--- src/rtl/if_fetch_queue_if.sv ---
// Fetch-unit bundle: redirect, MMU instruction port and decode-side queue outputs.
// Perf counter outputs exist only when IFQ_PERF_EN is defined.
interface if_fetch_queue_if;
  logic        redirect_valid;
  logic [31:0] redirect_pc;
  logic        i_req;
  logic [31:0] i_va;
  logic        i_addr_ok;
  logic        i_double;
  logic        i_tlbr;
  logic        i_pif;
  logic        i_ppi;
  logic        i_data_ok;
  logic [63:0] i_rdata;
  logic        out0_valid;
  logic [31:0] out0_pc;
  logic [31:0] out0_inst;
  logic [2:0]  out0_excp;
  logic        out1_valid;
  logic [31:0] out1_pc;
  logic [31:0] out1_inst;
  logic [2:0]  out1_excp;
  logic [1:0]  out_accept;
`ifdef IFQ_PERF_EN
  logic [31:0] perf_req;
  logic [31:0] perf_stall;
  logic [31:0] perf_drop;

  modport master (
    input  redirect_valid, redirect_pc, i_addr_ok, i_double, i_tlbr, i_pif, i_ppi,
           i_data_ok, i_rdata, out_accept,
    output i_req, i_va, out0_valid, out0_pc, out0_inst, out0_excp,
           out1_valid, out1_pc, out1_inst, out1_excp, perf_req, perf_stall, perf_drop
  );
  modport slave (
    output redirect_valid, redirect_pc, i_addr_ok, i_double, i_tlbr, i_pif, i_ppi,
           i_data_ok, i_rdata, out_accept,
    input  i_req, i_va, out0_valid, out0_pc, out0_inst, out0_excp,
           out1_valid, out1_pc, out1_inst, out1_excp, perf_req, perf_stall, perf_drop
  );
`else
  modport master (
    input  redirect_valid, redirect_pc, i_addr_ok, i_double, i_tlbr, i_pif, i_ppi,
           i_data_ok, i_rdata, out_accept,
    output i_req, i_va, out0_valid, out0_pc, out0_inst, out0_excp,
           out1_valid, out1_pc, out1_inst, out1_excp
  );
  modport slave (
    output redirect_valid, redirect_pc, i_addr_ok, i_double, i_tlbr, i_pif, i_ppi,
           i_data_ok, i_rdata, out_accept,
    input  i_req, i_va, out0_valid, out0_pc, out0_inst, out0_excp,
           out1_valid, out1_pc, out1_inst, out1_excp
  );
`endif
endinterface

--- src/rtl/if_fetch_queue.sv ---
// Instruction-fetch front end: sequential PC, MMU request issue, stale-response discard
// and an in-order instruction queue drained up to two per cycle. IFQ_PERF_EN adds perf counters.
module if_fetch_queue #(
  parameter logic [31:0] RESET_PC    = 32'h1c00_0000,
  parameter int unsigned QUEUE_DEPTH = 8,
  parameter int unsigned MAX_OUTST   = 2
) (
  input logic              clk,
  input logic              reset,
  if_fetch_queue_if.master fq
);

  localparam int unsigned QW = $clog2(QUEUE_DEPTH);
  localparam int unsigned CW = QW + 1;
  localparam int unsigned OW = $clog2(MAX_OUTST + 1);
  localparam int unsigned PW = (MAX_OUTST > 1) ? $clog2(MAX_OUTST) : 1;

  localparam logic [2:0] EXC_NONE = 3'd0;
  localparam logic [2:0] EXC_ADEF = 3'd1;
  localparam logic [2:0] EXC_TLBR = 3'd2;
  localparam logic [2:0] EXC_PIF  = 3'd3;
  localparam logic [2:0] EXC_PPI  = 3'd4;

  typedef struct packed {
    logic [31:0] pc;
    logic [31:0] inst;
    logic [2:0]  excp;
  } entry_t;

  typedef struct packed {
    logic [31:0] pc;
    logic        dbl;
    logic [2:0]  excp;
  } pend_t;

  entry_t q_mem [QUEUE_DEPTH];
  pend_t  pend_mem [MAX_OUTST];

  logic [31:0]   pc_q, pc_d;
  logic          halted_q, halted_d;
  logic [OW-1:0] outst_q, outst_d;
  logic [OW-1:0] disc_q, disc_d;
  logic [PW-1:0] ph_q, ph_d;
  logic [QW-1:0] head_q, head_d;
  logic [QW-1:0] tail_q, tail_d;
  logic [CW-1:0] cnt_q, cnt_d;

  logic [2:0]    req_excp;
  logic [CW-1:0] free_c;
  logic          issue_c, fire_c, resp_c, adef_c;
  pend_t         pend_hd, pend_new;
  logic [PW-1:0] pw_idx;
  logic          w0_en, w1_en;
  entry_t        w0, w1;
  logic [CW-1:0] push_n;
  logic [QW-1:0] tail1, head1;

  // Fault priority TLBR > PIF > PPI
  always_comb begin
    req_excp = EXC_NONE;
    if (fq.i_tlbr)     req_excp = EXC_TLBR;
    else if (fq.i_pif) req_excp = EXC_PIF;
    else if (fq.i_ppi) req_excp = EXC_PPI;
  end

  // Issue only when every in-flight request is guaranteed two queue slots
  always_comb begin
    free_c  = CW'(QUEUE_DEPTH) - cnt_q;
    issue_c = reset && !halted_q && (pc_q[1:0] == 2'b00)
              && ((32'(outst_q) + 32'(disc_q)) < MAX_OUTST)
              && (32'(free_c) >= 32'(2 * (32'(outst_q) + 32'd1)))
              && !fq.redirect_valid;
    fire_c  = issue_c && fq.i_addr_ok;
    resp_c  = fq.i_data_ok && (disc_q == '0) && !fq.redirect_valid;
    adef_c  = !halted_q && (pc_q[1:0] != 2'b00) && (outst_q == '0)
              && (free_c != '0) && !fq.redirect_valid;
  end

  // Queue write data: response entries or a synthesized ADEF entry
  always_comb begin
    pend_hd       = pend_mem[ph_q];
    pend_new.pc   = pc_q;
    pend_new.dbl  = fq.i_double;
    pend_new.excp = req_excp;
    pw_idx        = PW'((32'(ph_q) + 32'(outst_q)) % MAX_OUTST);
    tail1         = tail_q + QW'(1);
    head1         = head_q + QW'(1);
    w0_en         = resp_c || adef_c;
    w1_en         = resp_c && pend_hd.dbl && (pend_hd.excp == EXC_NONE);
    if (resp_c) begin
      w0.pc   = pend_hd.pc;
      w0.inst = fq.i_rdata[31:0];
      w0.excp = pend_hd.excp;
    end else begin
      w0.pc   = pc_q;
      w0.inst = 32'd0;
      w0.excp = EXC_ADEF;
    end
    w1.pc   = pend_hd.pc + 32'd4;
    w1.inst = fq.i_rdata[63:32];
    w1.excp = EXC_NONE;
    push_n  = CW'(w0_en) + CW'(w1_en);
  end

  always_comb begin
    pc_d     = pc_q;
    halted_d = halted_q;
    outst_d  = outst_q;
    disc_d   = disc_q;
    ph_d     = ph_q;
    head_d   = head_q;
    tail_d   = tail_q;
    cnt_d    = cnt_q;
    if (fq.redirect_valid) begin
      // In-flight requests, minus this cycle's response, all become stale
      pc_d     = fq.redirect_pc;
      halted_d = 1'b0;
      outst_d  = '0;
      disc_d   = OW'(32'(disc_q) + 32'(outst_q) - 32'(fq.i_data_ok));
      ph_d     = '0;
      head_d   = '0;
      tail_d   = '0;
      cnt_d    = '0;
    end else begin
      if (fq.i_data_ok) begin
        if (disc_q != '0)                     disc_d = disc_q - OW'(1);
        else if (32'(ph_q) == MAX_OUTST - 1)  ph_d   = '0;
        else                                  ph_d   = ph_q + PW'(1);
      end
      outst_d = OW'(32'(outst_q) + 32'(fire_c) - 32'(resp_c));
      if (fire_c) begin
        pc_d = pc_q + (fq.i_double ? 32'd8 : 32'd4);
        if (req_excp != EXC_NONE) halted_d = 1'b1;
      end
      if (adef_c) halted_d = 1'b1;
      head_d = head_q + QW'(fq.out_accept);
      tail_d = tail_q + QW'(push_n);
      cnt_d  = cnt_q + push_n - CW'(fq.out_accept);
    end
  end

  always_ff @(posedge clk or negedge reset) begin
    if (!reset) begin
      pc_q     <= RESET_PC;
      halted_q <= 1'b0;
      outst_q  <= '0;
      disc_q   <= '0;
      ph_q     <= '0;
      head_q   <= '0;
      tail_q   <= '0;
      cnt_q    <= '0;
    end else begin
      pc_q     <= pc_d;
      halted_q <= halted_d;
      outst_q  <= outst_d;
      disc_q   <= disc_d;
      ph_q     <= ph_d;
      head_q   <= head_d;
      tail_q   <= tail_d;
      cnt_q    <= cnt_d;
    end
  end

  // Storage arrays need no reset; validity comes from the counters
  always_ff @(posedge clk) begin
    if (w0_en)  q_mem[tail_q]    <= w0;
    if (w1_en)  q_mem[tail1]     <= w1;
    if (fire_c) pend_mem[pw_idx] <= pend_new;
  end

  assign fq.i_req      = issue_c;
  assign fq.i_va       = pc_q;
  assign fq.out0_valid = (cnt_q != '0);
  assign fq.out0_pc    = q_mem[head_q].pc;
  assign fq.out0_inst  = q_mem[head_q].inst;
  assign fq.out0_excp  = q_mem[head_q].excp;
  assign fq.out1_valid = (cnt_q >= CW'(2));
  assign fq.out1_pc    = q_mem[head1].pc;
  assign fq.out1_inst  = q_mem[head1].inst;
  assign fq.out1_excp  = q_mem[head1].excp;

`ifdef IFQ_PERF_EN
  logic [31:0] perf_req_q, perf_stall_q, perf_drop_q;

  always_ff @(posedge clk or negedge reset) begin
    if (!reset) begin
      perf_req_q   <= '0;
      perf_stall_q <= '0;
      perf_drop_q  <= '0;
    end else begin
      if (fire_c)                    perf_req_q   <= perf_req_q + 32'd1;
      if (issue_c && !fq.i_addr_ok)  perf_stall_q <= perf_stall_q + 32'd1;
      if (fq.i_data_ok && ((disc_q != '0) || fq.redirect_valid))
                                     perf_drop_q  <= perf_drop_q + 32'd1;
    end
  end

  assign fq.perf_req   = perf_req_q;
  assign fq.perf_stall = perf_stall_q;
  assign fq.perf_drop  = perf_drop_q;
`endif

endmodule

--- src/flat_wrapper.sv ---
// flat-port wrapper written by rule: the top's interface ports become plain ports
module if_fetch_queue_flat 
#(
  parameter logic [31:0] RESET_PC    = 32'h1c00_0000,
  parameter int unsigned QUEUE_DEPTH = 8,
  parameter int unsigned MAX_OUTST   = 2
)
  (clk, reset, fq_redirect_valid, fq_redirect_pc, fq_i_addr_ok, fq_i_double, fq_i_tlbr, fq_i_pif, fq_i_ppi, fq_i_data_ok, fq_i_rdata, fq_out_accept, fq_i_req, fq_i_va, fq_out0_valid, fq_out0_pc, fq_out0_inst, fq_out0_excp, fq_out1_valid, fq_out1_pc, fq_out1_inst, fq_out1_excp);
  if_fetch_queue_if fq_i ();
  input logic clk;
  input logic reset;
  input wire logic [$bits(fq_i.redirect_valid)-1:0] fq_redirect_valid;
  input wire logic [$bits(fq_i.redirect_pc)-1:0] fq_redirect_pc;
  input wire logic [$bits(fq_i.i_addr_ok)-1:0] fq_i_addr_ok;
  input wire logic [$bits(fq_i.i_double)-1:0] fq_i_double;
  input wire logic [$bits(fq_i.i_tlbr)-1:0] fq_i_tlbr;
  input wire logic [$bits(fq_i.i_pif)-1:0] fq_i_pif;
  input wire logic [$bits(fq_i.i_ppi)-1:0] fq_i_ppi;
  input wire logic [$bits(fq_i.i_data_ok)-1:0] fq_i_data_ok;
  input wire logic [$bits(fq_i.i_rdata)-1:0] fq_i_rdata;
  input wire logic [$bits(fq_i.out_accept)-1:0] fq_out_accept;
  output wire logic [$bits(fq_i.i_req)-1:0] fq_i_req;
  output wire logic [$bits(fq_i.i_va)-1:0] fq_i_va;
  output wire logic [$bits(fq_i.out0_valid)-1:0] fq_out0_valid;
  output wire logic [$bits(fq_i.out0_pc)-1:0] fq_out0_pc;
  output wire logic [$bits(fq_i.out0_inst)-1:0] fq_out0_inst;
  output wire logic [$bits(fq_i.out0_excp)-1:0] fq_out0_excp;
  output wire logic [$bits(fq_i.out1_valid)-1:0] fq_out1_valid;
  output wire logic [$bits(fq_i.out1_pc)-1:0] fq_out1_pc;
  output wire logic [$bits(fq_i.out1_inst)-1:0] fq_out1_inst;
  output wire logic [$bits(fq_i.out1_excp)-1:0] fq_out1_excp;
  assign fq_i.redirect_valid = fq_redirect_valid;
  assign fq_i.redirect_pc = fq_redirect_pc;
  assign fq_i.i_addr_ok = fq_i_addr_ok;
  assign fq_i.i_double = fq_i_double;
  assign fq_i.i_tlbr = fq_i_tlbr;
  assign fq_i.i_pif = fq_i_pif;
  assign fq_i.i_ppi = fq_i_ppi;
  assign fq_i.i_data_ok = fq_i_data_ok;
  assign fq_i.i_rdata = fq_i_rdata;
  assign fq_i.out_accept = fq_out_accept;
  assign fq_i_req = fq_i.i_req;
  assign fq_i_va = fq_i.i_va;
  assign fq_out0_valid = fq_i.out0_valid;
  assign fq_out0_pc = fq_i.out0_pc;
  assign fq_out0_inst = fq_i.out0_inst;
  assign fq_out0_excp = fq_i.out0_excp;
  assign fq_out1_valid = fq_i.out1_valid;
  assign fq_out1_pc = fq_i.out1_pc;
  assign fq_out1_inst = fq_i.out1_inst;
  assign fq_out1_excp = fq_i.out1_excp;
  if_fetch_queue #(.RESET_PC(RESET_PC), .QUEUE_DEPTH(QUEUE_DEPTH), .MAX_OUTST(MAX_OUTST)) u_core (.clk(clk), .reset(reset), .fq(fq_i));
endmodule
--- config.mk ---
export PLATFORM = sky130hd
export DESIGN_NAME = if_fetch_queue_flat
export DESIGN_NICKNAME = d
export VERILOG_FILES = /design/src/rtl/if_fetch_queue_if.sv /design/src/rtl/if_fetch_queue.sv /design/src/flat_wrapper.sv
export SDC_FILE = /design/constraint.sdc
export NUM_CORES = 1
export LEC_CHECK = 0
export BUFFER_PORTS_ARGS = -buffer_cell sky130_fd_sc_hd__buf_2
export CAP_MARGIN = 15
export CORE_MARGIN = 3
export CORE_UTILIZATION = 60
export CTS_CLUSTER_DIAMETER = 100
export DETAILED_ROUTE_END_ITERATION = 8
export MAX_ROUTING_LAYER = met4
export PLACE_DENSITY = 0.8
export REMOVE_ABC_BUFFERS = 1
export SLEW_MARGIN = 0
export SYNTH_ARGS = -nofsm -noshare
export SYNTH_HDL_FRONTEND = slang
export SYNTH_SLANG_ARGS = --single-unit
--- constraint.sdc ---
create_clock -name clk -period 5.2 [get_ports clk]
set_input_delay 0.52 -clock clk [delete_from_list [all_inputs] [get_ports clk]]
set_output_delay 0.52 -clock clk [all_outputs]
set_load 0.02 [all_outputs]
==> summary.md <==
| Metric | Value |
|---|---|
| CP endpoint | `fq_out1_pc[15]` |
| Vias in the first global route | `slightly below 30000` |
| # fillers | `4148` |
| Top_reg_cell synth | `edfxtp_1` |
| Synth Cell Area | `between 30000 and 40000 um2` |
| Total wire length | `120000 um` |
| Ys Warns | `0` |
| Via-to-Cell Ratio | `7.49` |
| Initial Utilization | `0.608` |
| R2R depth | `7` |
| CTS tree | `yes` |
| CP max FO | `160` |
| Worst Setup Slack, final | `871 ps` |
| Worst VDD drop | `0.338 mV` |
| Pre-CTS worst setup slack | `1450 ps` |
| Count of final hold-check violations | `0` |
| Clock power frac | `0.313` |
| Comb pwr share | `0.298` |
| Hold WS | `35.5 ps` |
| Total track usage | `0.383` |
| DP Wirelength | `69900 um` |
| Post-synthesis sequential area ratio | `0.521` |
| Synth async-reset ratio | `0.0732` |
| Global-route wire length before repair | `177000 um` |
| Inst Count DP | `3761` |
| Reg clk slew, reported paths | `60 ps` |
| CTS buffer count | `between 70 and 80` |
| Critical path required time | `4680 ps` |
| Die width | `between 200 and 300 um` |
| Maximum clock rate | `0.231 GHz` |
| Setup-failing EPs final | `0` |
| Synthesized area per cell | `12.6 um2` |
| Synth unique cells | `72` |
| Max-cap viol count | `0` |
| CP endpoint kind | `output pin` |
| DR iter-0 viols | `4304` |
| Cell-internal power | `0.0111 W` |
| Total power | `~0.017 W` |
| Area delta synth->final | `12.0%` |
| Hold_buf cts | `0` |
| R2r startpoint | `u_core.ph_q$_DFFE_PN0P_` |
| Tmin final | `4330 ps` |
| Util after Layout | `0.681` |
| Worst Setup Start Kind | `flop` |
| Largest net degree at the start of global routing | `161` |
| Nets | `3194` |
| Synth Instances | `2920` |
| EDFF count, synth | `584` |
| Vias | `a little under 30000` |
| Final Max Tran Viols | `0` |
| Sequential share of power | `0.389` |
| Final ANT Viol Nets | `0` |
| Period utilisation layout | `0.832` |
| CTS-repair resized insts | `0` |
| Total clock sinks | `656` |
| Final RePlAce weighted congestion | `0.981` |
| Top Ports | `276` |
| Worst-skew pair later-pin latency | `640 ps` |
| Worst slew pin tran | `1290 ps` |
| Critical R2R Capture | `u_core.q_mem[3][55]$_DFFE_PP_` |
| # rows | `90` |
| Data arrival, critical path | `roughly 3800 ps` |
| Die H | `254 um` |
| Port Buf Inserts | `around 280` |
| Clock Tree Buf Depth | `3` |
| Register-to-Register Setup Slack | `between 1000 and 1500 ps` |
| Die ar. | `64400 um2` |
| Root Driver | `clkbuf_16` |
| Synthesized flop and latch total | `about 660` |
| Core area | `60600 um2` |
| Initial antenna violation count | `7` |
| Post-CTS setup buffers | `0` |
| Fraction of layout cells with a size suffix above 1 | `0.299` |
| Grt ovf | `0` |
| Area occupied by multi-input gates | `between 15000 and 20000 um2` |
| CP startpoint | `u_core.head_q[0]$_DFF_PN0_` |
| Leakage power | `13.6 nW` |
| Pre-antenna DRT Iters | `9` |
| Reg area | `19200 um2` |
| Crit Path Category | `reg2out` |
| # H-tree levels | `3` |
| Slew HR | `0.137` |
| Net Switching | `0.00553 W` |
| RSZ-0062 raised after global routing | `false` |
| Path type of the worst min-delay path | `in2async` |
| Status | `finished clean` |
| Power per cell area | `just over 400 nW/um2` |
| Drc violations | `0` |
| Sw Ratio | `0.333` |
| Clock Skew | `33.1 ps` |
| WL/cell | `30.8 um` |
| Post-route insts no fill | `3904` |
==> kinds of logic (layout without fill, tap and decap cells) <==
group,Yosys count,in the layout,share of synthesized area
compound gates,705,705,0.112
mux,449,449,0.218
simple gates,706,706,0.0853
xor+xnor,55,55,0.0147
buf+inv,318,511,0.0364
flops,656,656,0.521
fa+ha+maj,31,31,0.0117
other cells,0,9,0
==> placed cells by master (no fill, tap or decap), types with 46 or more instances in the layout <==
master       n
nor2_1      89
o22ai_1    163
edfxtp_1   584
mux2_2     149
buf_4       52
a21oi_1     64
o21ai_0    321
buf_2      275
nand2_1    405
clkbuf_16   73
nand3_1     64
o21ai_1     46
mux4_2     268
==> routing by layer <==
layer / share of wire / global-route usage / up-vias
met5: 0 / - / -
met4: 0.059 / 0.211 / 0
met3: 0.15 / 0.114 / 596
met2: 0.46 / 0.572 / 2765
met1: 0.33 / 0.471 / 14200
li1: - / - / 11700
==> power by group through the flow <==
stage / Sequential (W) / Combinational [W] / Clock [W]
2_1_floorplan: 0.00664 / 0.00341 / 0
3_3_place_gp: 0.00651 / 0.00474 / 0
3_5_place_dp: 0.00656 / 0.00484 / 0
4_1_cts: 0.00645 / 0.00488 / 0.00520
5_1_grt: 0.00650 / 0.00520 / 0.00541
6_report: 0.00648 / 0.00495 / 0.00520
==> worst min-delay path by stage <==
stage | from | to | slack [ps]
after floorplan | reset | u_core.cnt_q[0]$_DFF_PN0_ | 220
after detailed placement | u_core.q_mem[4][2]$_SDFFE_PP0P_ | u_core.q_mem[4][2]$_SDFFE_PP0P_ | 470
final | reset | u_core.cnt_q[0]$_DFF_PN0_ | 40
after global placement | u_core.q_mem[4][2]$_SDFFE_PP0P_ | u_core.q_mem[4][2]$_SDFFE_PP0P_ | 460
after global routing | reset | u_core.outst_q[0]$_DFF_PN0_ | 80
after CTS | reset | u_core.head_q[0]$_DFF_PN0_ | 40
==> worst max-delay path: stages, from the launching register on <==
cell	delay, ps
dfrtp_4	930
buf_12	700
mux4_2	630
mux2_2	350
buf_2	180
==> synth_stat cells (all sizes together), types with 21 or more instances <==
cell | instances | area [um2]
nand4 | 21 | 159
inv | 38 | 143
clkbuf | 168 | 631
a21oi | 64 | 320
a22oi | 22 | 170
o22ai | 164 | 1030
mux4 | 268 | 6040
buf | 112 | 567
mux2 | 149 | 1680
o21ai | 367 | 1840
nand3 | 69 | 365
xnor2 | 41 | 419
mux2i | 32 | 335
edfxtp | 584 | 17500
nor2 | 93 | 349
ha | 25 | 313
dfxtp | 24 | 480
dfrtp | 45 | 1130
nand2 | 418 | 1570
o221ai | 29 | 254
==> metrics by stage <==
stage	instance area, um2	setup TNS, ps
6_report	41300	0
5_1_grt	41300	0
4_1_cts	41200	0
3_5_place_dp	38800	0
3_3_place_gp	38800	0
2_1_floorplan	35700	-1102270
==> cell type report <==
| class | count | area share |
|---|---|---|
| Clock buffer | 96 | 0.0478 |
| Clock inverter | 35 | 0.00961 |
| Antenna cell | 9 | 0.000546 |
| Timing Repair Buffer | 342 | 0.0497 |
| Inverter | 38 | 0.00345 |
| Tap cell | 782 | 0.0237 |
| Multi-Input combinational cell | 1946 | 0.399 |
| Sequential cell | 656 | 0.466 |
==> registers in the layout, summed over array words and instances, names as in the netlist <==
name and cells:
u_core.cnt_q 4, u_core.disc_q 2, u_core.fq.i_va 32, u_core.halted_q 1, u_core.head_q 3, u_core.outst_q 2
u_core.pend_mem 72, u_core.ph_q 1, u_core.q_mem 536, u_core.tail_q 3
No activity file was read; power rests on OpenSTA's default activity.
